### src/rtl/mul_sched.sv
// mul_sched: round-robin two-port sequencer for the shared RV32M multiplier.
// Operands are registered and held on the multiplier for LATENCY cycles, so
// the multiplier is a multicycle path. The result comes back on a one-hot
// response handshake. A one-entry cache answers an exact repeat of the last
// completed operation without going through the multiplier.

`default_nettype none

package mul_sched_pkg;
   // Encodings follow the RV32M funct3 field. The other four values are illegal.
   typedef enum logic [2:0] {
      MUL_MUL    = 3'b000,
      MUL_MULH   = 3'b001,
      MUL_MULHSU = 3'b010,
      MUL_MULHU  = 3'b011
   } mul_op_t;
endpackage

// Combinational 32x32 multiplier. Each operand is extended to 33 bits, so a
// single signed product covers the signed, unsigned and mixed forms.
module mul
   import mul_sched_pkg::*;
(
   input  logic [31:0] a_i,
   input  logic [31:0] b_i,
   input  logic [2:0]  op_i,
   output logic [31:0] res_o
);

   logic               a_sgn;
   logic               b_sgn;
   logic               legal;
   logic               low_half;
   logic signed [32:0] a_ext;
   logic signed [32:0] b_ext;
   logic signed [63:0] prod;

   // Decode the operation into operand signedness and the product half to return.
   always_comb begin
      // NOTE: give every always_comb output a default first, so no path can infer a latch.
      a_sgn    = 1'b0;
      b_sgn    = 1'b0;
      legal    = 1'b1;
      low_half = 1'b0;
      case (op_i)
         MUL_MUL:    low_half = 1'b1;
         MUL_MULH:   begin a_sgn = 1'b1; b_sgn = 1'b1; end
         MUL_MULHSU: a_sgn = 1'b1;
         MUL_MULHU:  ;
         default:    legal = 1'b0;
      endcase
   end

   assign a_ext = {a_sgn & a_i[31], a_i};
   assign b_ext = {b_sgn & b_i[31], b_i};
   // The low 64 bits of the 66-bit signed product are exact for every form.
   assign prod  = 64'(a_ext) * 64'(b_ext);

   // Select the product half. Illegal encodings return zero.
   always_comb begin
      res_o = 32'd0;
      if (legal) begin
         res_o = low_half ? prod[31:0] : prod[63:32];
      end
   end

endmodule

module mul_sched #(
   parameter int unsigned LATENCY = 2   // legal range 1..15
) (
   input  logic             clk,
   input  logic             reset,
   input  logic [1:0]       req_valid,
   output logic [1:0]       req_ready,
   input  logic [1:0][31:0] req_a,
   input  logic [1:0][31:0] req_b,
   input  logic [1:0][2:0]  req_op,
   output logic [1:0]       rsp_valid,
   input  logic [1:0]       rsp_ready,
   output logic [31:0]      rsp_res,
   output logic             busy
);

   typedef enum logic [1:0] {
      S_IDLE = 2'd0,
      S_EXEC = 2'd1,
      S_RESP = 2'd2
   } state_t;

   localparam logic [3:0] LAST_CNT = 4'(LATENCY - 1);

   state_t      state_q;
   logic [31:0] a_q;
   logic [31:0] b_q;
   logic [2:0]  op_q;
   logic        id_q;
   logic [31:0] res_q;
   logic [3:0]  cnt_q;
   logic [3:0]  cnt_d;
   logic        last_q;
   logic [1:0]  rsp_valid_q;
   logic        busy_q;

   logic        cache_vld_q;
   logic [31:0] cache_a_q;
   logic [31:0] cache_b_q;
   logic [2:0]  cache_op_q;
   logic [31:0] cache_res_q;

   logic        grant_vld;
   logic        grant_id;
   logic [31:0] acc_a;
   logic [31:0] acc_b;
   logic [2:0]  acc_op;
   logic        cache_hit;
   logic        exec_done;
   logic [31:0] mul_res;

   // The multiplier sees only the registered operands, never the request bus.
   mul u_mul (
      .a_i   (a_q),
      .b_i   (b_q),
      .op_i  (op_q),
      .res_o (mul_res)
   );

   // Round-robin arbitration. A grant is offered only in IDLE and outside reset.
   always_comb begin
      grant_vld = 1'b0;
      grant_id  = 1'b0;
      if (state_q == S_IDLE && !reset) begin
         case (req_valid)
            2'b01:   begin grant_vld = 1'b1; grant_id = 1'b0;    end
            2'b10:   begin grant_vld = 1'b1; grant_id = 1'b1;    end
            2'b11:   begin grant_vld = 1'b1; grant_id = ~last_q; end
            default: ;
         endcase
      end
   end

   assign req_ready = grant_vld ? (grant_id ? 2'b10 : 2'b01) : 2'b00;

   // Operands of the granted requester, and the cache lookup on them.
   assign acc_a     = req_a[grant_id];
   assign acc_b     = req_b[grant_id];
   assign acc_op    = req_op[grant_id];
   assign cache_hit = cache_vld_q && (cache_a_q == acc_a) && (cache_b_q == acc_b)
                      && (cache_op_q == acc_op);

   assign cnt_d     = cnt_q + 4'd1;
   assign exec_done = (state_q == S_EXEC) && (cnt_q == LAST_CNT);

   // Sequencer FSM with registered response and busy outputs.
   always_ff @(posedge clk) begin
      // NOTE: all state in clocked blocks uses <=, so every register sees pre-edge values.
      if (reset) begin
         state_q     <= S_IDLE;
         a_q         <= 32'd0;
         b_q         <= 32'd0;
         op_q        <= 3'd0;
         id_q        <= 1'b0;
         res_q       <= 32'd0;
         cnt_q       <= 4'd0;
         last_q      <= 1'b1;
         rsp_valid_q <= 2'b00;
         busy_q      <= 1'b0;
         cache_vld_q <= 1'b0;
      end else begin
         case (state_q)
            S_IDLE: begin
               if (grant_vld) begin
                  a_q    <= acc_a;
                  b_q    <= acc_b;
                  op_q   <= acc_op;
                  id_q   <= grant_id;
                  last_q <= grant_id;
                  busy_q <= 1'b1;
                  if (cache_hit) begin
                     res_q       <= cache_res_q;
                     rsp_valid_q <= grant_id ? 2'b10 : 2'b01;
                     state_q     <= S_RESP;
                  end else begin
                     cnt_q   <= 4'd0;
                     state_q <= S_EXEC;
                  end
               end
            end
            S_EXEC: begin
               cnt_q <= cnt_d;
               if (exec_done) begin
                  res_q       <= mul_res;
                  cache_vld_q <= 1'b1;
                  rsp_valid_q <= id_q ? 2'b10 : 2'b01;
                  state_q     <= S_RESP;
               end
            end
            S_RESP: begin
               // Only the owning requester's ready completes the response.
               if (rsp_ready[id_q]) begin
                  rsp_valid_q <= 2'b00;
                  busy_q      <= 1'b0;
                  state_q     <= S_IDLE;
               end
            end
            default: begin
               rsp_valid_q <= 2'b00;
               busy_q      <= 1'b0;
               state_q     <= S_IDLE;
            end
         endcase
      end
   end

   // Cache payload: written when a multiplier result is captured.
   always_ff @(posedge clk) begin
      // NOTE: payload needs no reset; cache_vld_q is reset and gates every use of it.
      if (exec_done) begin
         cache_a_q   <= a_q;
         cache_b_q   <= b_q;
         cache_op_q  <= op_q;
         cache_res_q <= mul_res;
      end
   end

   assign rsp_valid = rsp_valid_q;
   assign rsp_res   = res_q;
   assign busy      = busy_q;

endmodule

`default_nettype wire
### config.mk
export PLATFORM = sky130hd
export DESIGN_NAME = mul_sched
export DESIGN_NICKNAME = d
export VERILOG_FILES = /design/src/rtl/mul_sched.sv
export SDC_FILE = /design/constraint.sdc
export NUM_CORES = 2
export LEC_CHECK = 0
export ABC_AREA = 0
export ABC_CLOCK_PERIOD_IN_PS = 8700
export BUFFER_PORTS_ARGS = -buffer_cell sky130_fd_sc_hd__clkbuf_2
export CORE_AREA = 5 5 349 316
export CTS_CLUSTER_DIAMETER = 100
export CTS_CLUSTER_SIZE = 14
export DETAILED_ROUTE_END_ITERATION = 6
export DIE_AREA = 0 0 354 321
export SYNTH_ARGS = -nofsm -noshare
export SYNTH_HDL_FRONTEND = slang
export SYNTH_SLANG_ARGS = --single-unit
### constraint.sdc
create_clock -name clk -period 8.7 [get_ports clk]
set_input_delay 0 -clock clk [delete_from_list [all_inputs] [get_ports clk]]
set_output_delay 0 -clock clk [all_outputs]
set_load 0.02 [all_outputs]
* Yosys cells after proc, flatten, opt, wreduce, memory -nomap -nowiden *
Index checks and enable logic that the tools add are counted.

word-level totals
  register bits = 210
  input port bits = 140
  output and inout port bits = 37
  logic and storage cells = 99

cells by class
  add/sub/neg operators = 1
  $mul = 1
  order comparisons = 2
  eq/ne operators = 17
  multiplexer cells = 40
  bitwise operators = 4
  reduce and logical (&&, ||, !) cells = 19

operators by type and width
  operator                                                     count
  two-way mux 32 bit                                           9
  equality test 32 bit                                         2
  multiplier 33 x 33 -> 64 bit                                 1
  case mux 32 bit (2 select lines)                             1
  two-way mux 2 bit                                            10
  case mux 2 bit (3 select lines)                              2
  two-way mux 1 bit                                            11
  inequality test 2 bit (second input constant)                5
  AND reduction 3 bit                                          3
  two-way mux 4 bit                                            2
  case mux 4 bit (2 select lines)                              1
  AND reduction 4 bit                                          2
  equality test 2 bit (second input constant)                  3
  equality test 3 x 2 -> 1 bit (second input constant)         2
  two-way mux 3 bit                                            2
  logical AND 1 bit                                            5
  adder 4 x 1 -> 4 bit (second input constant)                 1
  equality test 2 x 1 -> 1 bit (second input constant)         2
  equality test 4 x 1 -> 1 bit (second input constant)         1
  less-than comparator 1 x 2 -> 1 bit (second input constant)  2
  AND reduction 2 bit                                          2
  OR reduction 4 bit                                           1
  equality test 3 x 1 -> 1 bit (second input constant)         1
  equality test 3 bit                                          1
  10 further kinds                                             12

* Logic depth before layout (Yosys ltp) *
  depth in word-level cells = 12
  mapped depth = 33
  mapped depth without buffers = 31

* Modules after synthesis *
A second synthesis with hierarchy kept.

unflattened totals
  cells, all modules = 5314
  area total of the unflattened synthesis = 48671.7 um2

modules (own cells, without submodules)
  module     times used  cells each  area each (um2)  seq. area each (um2)
  mul        1           4380        38899.8          0.0
  mul_sched  1           934         9771.9           5195.0

* Worst setup path before layout *
Ideal clock, no wire load.

  kind = register to register
  from = register a_q[31]
  to = register res_q[26], in the netlist rsp_res[26]
  library setup time = 0.088 ns
  arrival = 8.585 ns
  data required time = 8.612 ns
  setup slack = 0.027 ns
  cell stages (with the launch flop) = 30
  buffers on the path = 2
  period minus slack after synthesis = 8.673 ns
  path through = dfxtp_1 > clkbuf_1 > nor3b_1 > clkbuf_1 > nand2_1 > fa_1 > fa_1 > inv_1 > fa_1 > inv_1 > fa_1 > inv_1 > fa_1 > fa_1 > fa_1 > inv_1 > fa_1 > inv_1 > ha_1 > inv_1 > nor3_1 > a221oi_1 > o21ai_0 > or3_1 > o21ai_1 > o21ai_1 > a41o_1 > o32ai_1 > nand2_1 > a311oi_2

on the way
  word-level cells in the longest chain between the ends = 6

RTL lines
  item                                  RTL line  source
  from (decl)                           94        logic [31:0] a_q;
  from (signal assigned)                159       a_q <= 32'd0;
  from (signal assigned)                173       a_q <= acc_a;
  bitwise AND 1 bit                     54        assign a_ext = {a_sgn & a_i[31], a_i};
  multiplier 33 x 33 -> 64 bit (*)      57        assign prod = 64'(a_ext) * 64'(b_ext);
  two-way mux 32 bit (*)                63        res_o = low_half ? prod[31:0] : prod[63:32];
  two-way mux 32 bit (*)                62        if (legal) begin
  via mul_res[26]                       118       logic [31:0] mul_res;
  two-way mux 32 bit (*)                191       if (exec_done) begin
  case mux 32 bit (2 select lines) (*)  170       case (state_q)
  to (signal assigned)                  180       res_q <= cache_res_q;
  to (signal assigned)                  192       res_q <= mul_res;
  to (decl)                             98        logic [31:0] res_q;

Mark *: on every way through the listed nets, which the timed path passes. The rest lies on a longest branch. The select of a mux whose other input is x is not followed.
A chain may end at the register's enable or synchronous reset.

* Worst setup path after layout *
  from = register b_q[29]
  to = register res_q[25], in the netlist rsp_res[25]

on the way
  word-level cells in the longest chain between the ends = 5

RTL lines
  item                              RTL line  source
  from (decl)                       95        logic [31:0] b_q;
  from (signal assigned)            160       b_q <= 32'd0;
  from (signal assigned)            174       b_q <= acc_b;
  multiplier 33 x 33 -> 64 bit      57
  two-way mux 32 bit                63
  two-way mux 32 bit                62
  two-way mux 32 bit                191
  case mux 32 bit (2 select lines)  170

Every way passes these cells. The select of a mux whose other input is x is not followed.

==> results.toml <==
[run_status]
status = "finished with violations"
violations = "hold timing"

[floorplanning]
die_h_microns = 321
coreArea_sq_um = 107000
std_cell_rows = 114
die_w_microns = 354
ioPinCount = 177
initial_core_util_pct = 44.5
die-area_sq_um = 114000

[detailed_routing]
drcViolationCount = 0
ant_nets = 0
first_iter_violations = 2984
wirelength_mm = 138
drtPass1Iterations = 7
vias = 35552
via_per_inst = 5.25
wl_per_cell_microns = 20.4

[cells_and_area]
synthToLayoutAreaGrowth_pct = 11.1
n_fill_cell = 9992
layout-drive-gt1-share_pct = 10.2
multi_input_area_sq_um = 36600
seq_area_sq_um = 5200
nets = 6842
antenna_cells = 0

[synth]
synth-seq-cells = 210
synth-main-ff-cell = "dfxtp_1"
netlist_area_sq_um = 47400
synth_edf_count = 99
async_reset_ff_share_pct = 0
syn_avg_cell_area_sq_um = 9.21
synth_cells = 5143
ys_warn_count = 0
synth_fp_nets = 6622
synth.yosys.seq_area_share_pct = 11.0
synthDistinctLibCells = 75

[flow_run]
drv_cap = 0

[timing]
fin_crit_sh_pct = 97.8
period_needed_ns = 8.51
report.final.slew_viol_count = 0
slew_headroom_pct = 29.4
fin_tns_setup_ns = 0
setup_viol = 0
hold_viol_final = 1
finClkSkew_ns = 0.0526
hold_slack_ns = -0.000628
fmax_mhz = 118
tightestPinTransition_ns = 1.06

[setup_path]
endpoint_kind = "flip-flop"
criticalPathCategory = "flip-flop to flip-flop"
critPathArrivalTime_ns = 8.96
critPathRequiredTime_ns = 9.15
cp_max_fo = 11
start_kind = "flip-flop"

[grt]
grt_pass1_vias = 37222
grt_max_degree = 72
grt_pass1_wl_mm = 220
track_usage_pct = 24.9
antenna_found_initial = 2
overflow = 0

[min_path]
hold_path.class = "input pin to flip-flop"

[clock_network]
worstSkewPairLatency_ns = 0.54
cts_buffers = 19
clockRootBuffer = "clkbuf_16"
cts.clk_slew.worst_paths_ns = 0.10
htree_levels = 1
cts_tree = "built"
cts_sinks = 210
clk_path_buf_depth = 3

[placed_design]
port_buffers = 176
globalplace.congestion = 0.940
dpl.hpwl_mm = 112
==> cells by family after synthesis <==
kind of cell | Yosys count | synth area share (%)
AOI/OAI and AO/OA | 401 | 5.99
xor gates and xnor gates | 117 | 2.16
adders and majority gates | 1339 | 53.2
buffers and inverters | 1508 | 12.1
DFF | 210 | 11.0
muxes | 62 | 1.32
and+or+nand+nor | 1506 | 14.3
==> critical path, stage by stage, from the launching register on <==
cell	delay, ns
dfxtp_1	0.87
buf_4	0.28
nand2_1	0.08
fa_1	0.41
fa_1	0.40
fa_1	0.51
inv_1	0.06
fa_1	0.53
inv_1	0.05
fa_1	0.51
fa_1	0.48
fa_1	0.51
inv_1	0.05
fa_1	0.51
ha_1	0.33
and3_1	0.18
a221o_1	0.30
a21oi_1	0.29
o31ai_2	0.15
a2111oi_1	0.37
o21a_1	0.27
nor4_2	0.08
nor2_1	0.21
o21ai_0	0.18
xnor2_2	0.28
buf_4	0.17
o211ai_1	0.09
a311oi_2	0.27
==> flip-flops by register name (all words and copies together), names as in the netlist <==
signal,flops
id_q,1
state_q,2
busy,1
a_q,32
cache_a_q,32
cache_vld_q,1
cache_b_q,32
rsp_valid,2
cache_res_q,32
b_q,32
rsp_res,32
cache_op_q,3
op_q,3
cnt_q,4
last_q,1
==> metal layers <==
metal | up-vias | track usage [%] | share of wire (%)
met5 | - | 0 | 0
met2 | 1296 | 39.9 | 46
met1 | 18456 | 36.1 | 43
met3 | 188 | 3.87 | 7.9
met4 | 0 | 5.37 | 2.7
li1 | 15612 | - | -
==> final timing paths <==
kind              slack (ns)  cells after the start          from      endpoint
setup / recovery        0.19                     27       b_q[29]   rsp_res[25]
hold / removal       -0.0006                      3     req_a[26]       a_q[26]
setup reg to reg        0.19                     27       b_q[29]   rsp_res[25]
hold reg to reg         0.49                      2  rsp_valid[0]  rsp_valid[0]
==> per-stage QoR <==
stage	cell area (sq um)	util, %	instances	hold slack, ns	setup slack (ns)
after floorplan	47400	-	5143	0.159	0.0267
after global placement	51300	48.1	6671	0.282	0.121
after detailed placement	51300	48.1	6671	0.286	0.0823
after CTS	52400	49.2	6763	0.00439	0.0318
after global routing	52600	49.4	6767	0.00191	-0.0354
final	52600	49.4	6767	-0.000628	0.191
==> cell usage in the layout, fill, tap and decap left out, types with 13 or more instances in the layout <==
master	netlist	layout
inv_1	1213	1206
fa_1	1125	1119
nand2_1	874	870
and2_1	315	314
buf_4	6	214
ha_1	214	213
nor2_1	186	185
clkbuf_2	0	175
dfxtp_1	111	110
edfxtp_1	99	99
a21oi_1	98	96
a211oi_1	70	66
xnor2_1	65	63
mux2i_1	59	59
dlygate4sd3_1	0	59
xor2_1	52	52
o21ai_0	53	47
buf_12	0	44
a21o_1	19	19
clkbuf_16	0	19
nand4_1	18	18
nor3_1	20	17
or2_2	16	16
o22ai_1	16	15
a311oi_2	15	15
nand3_1	14	14
a311oi_1	13	13
==> synth_stat cells, drive strengths merged (19+ instances only) <==
library cell  instances  area [sq um]
nor2                186           698
nand2               875          3290
clkbuf              276          1040
and2                315          1970
inv                1213          4550
xnor2                65           569
a21o                 19           143
a311oi               28           339
fa                 1125         22500
dfxtp               111          2220
a21oi                98           490
mux2i                59           591
o21ai                55           275
edfxtp               99          2970
nor3                 20           100
a211oi               75           588
ha                  214          2680
xor2                 52           455
==> cell type report <==
cell class | instances | share of cell area (%)
clock buffers | 32 | 1.02
clock inverters | 1 | 0.0309
inverters | 1214 | 8.67
multi-input cells | 3425 | 69.6
flip-flops and latches | 210 | 9.87
well taps | 1392 | 3.31
repair buffers | 493 | 7.53
==> timing repair <==
item / 4_1_cts / 5_1_grt
setup buffers: 0 / 4
endpoints found under the hold margin: 37 / 0
setup endpoints to repair: 0 / 38
resized for setup: 0 / 53
hold buffers: 59 / 0
Power is left out: the tool's default activity adds up to more than one toggle a clock period on the data nets, which glitch-free logic cannot reach.
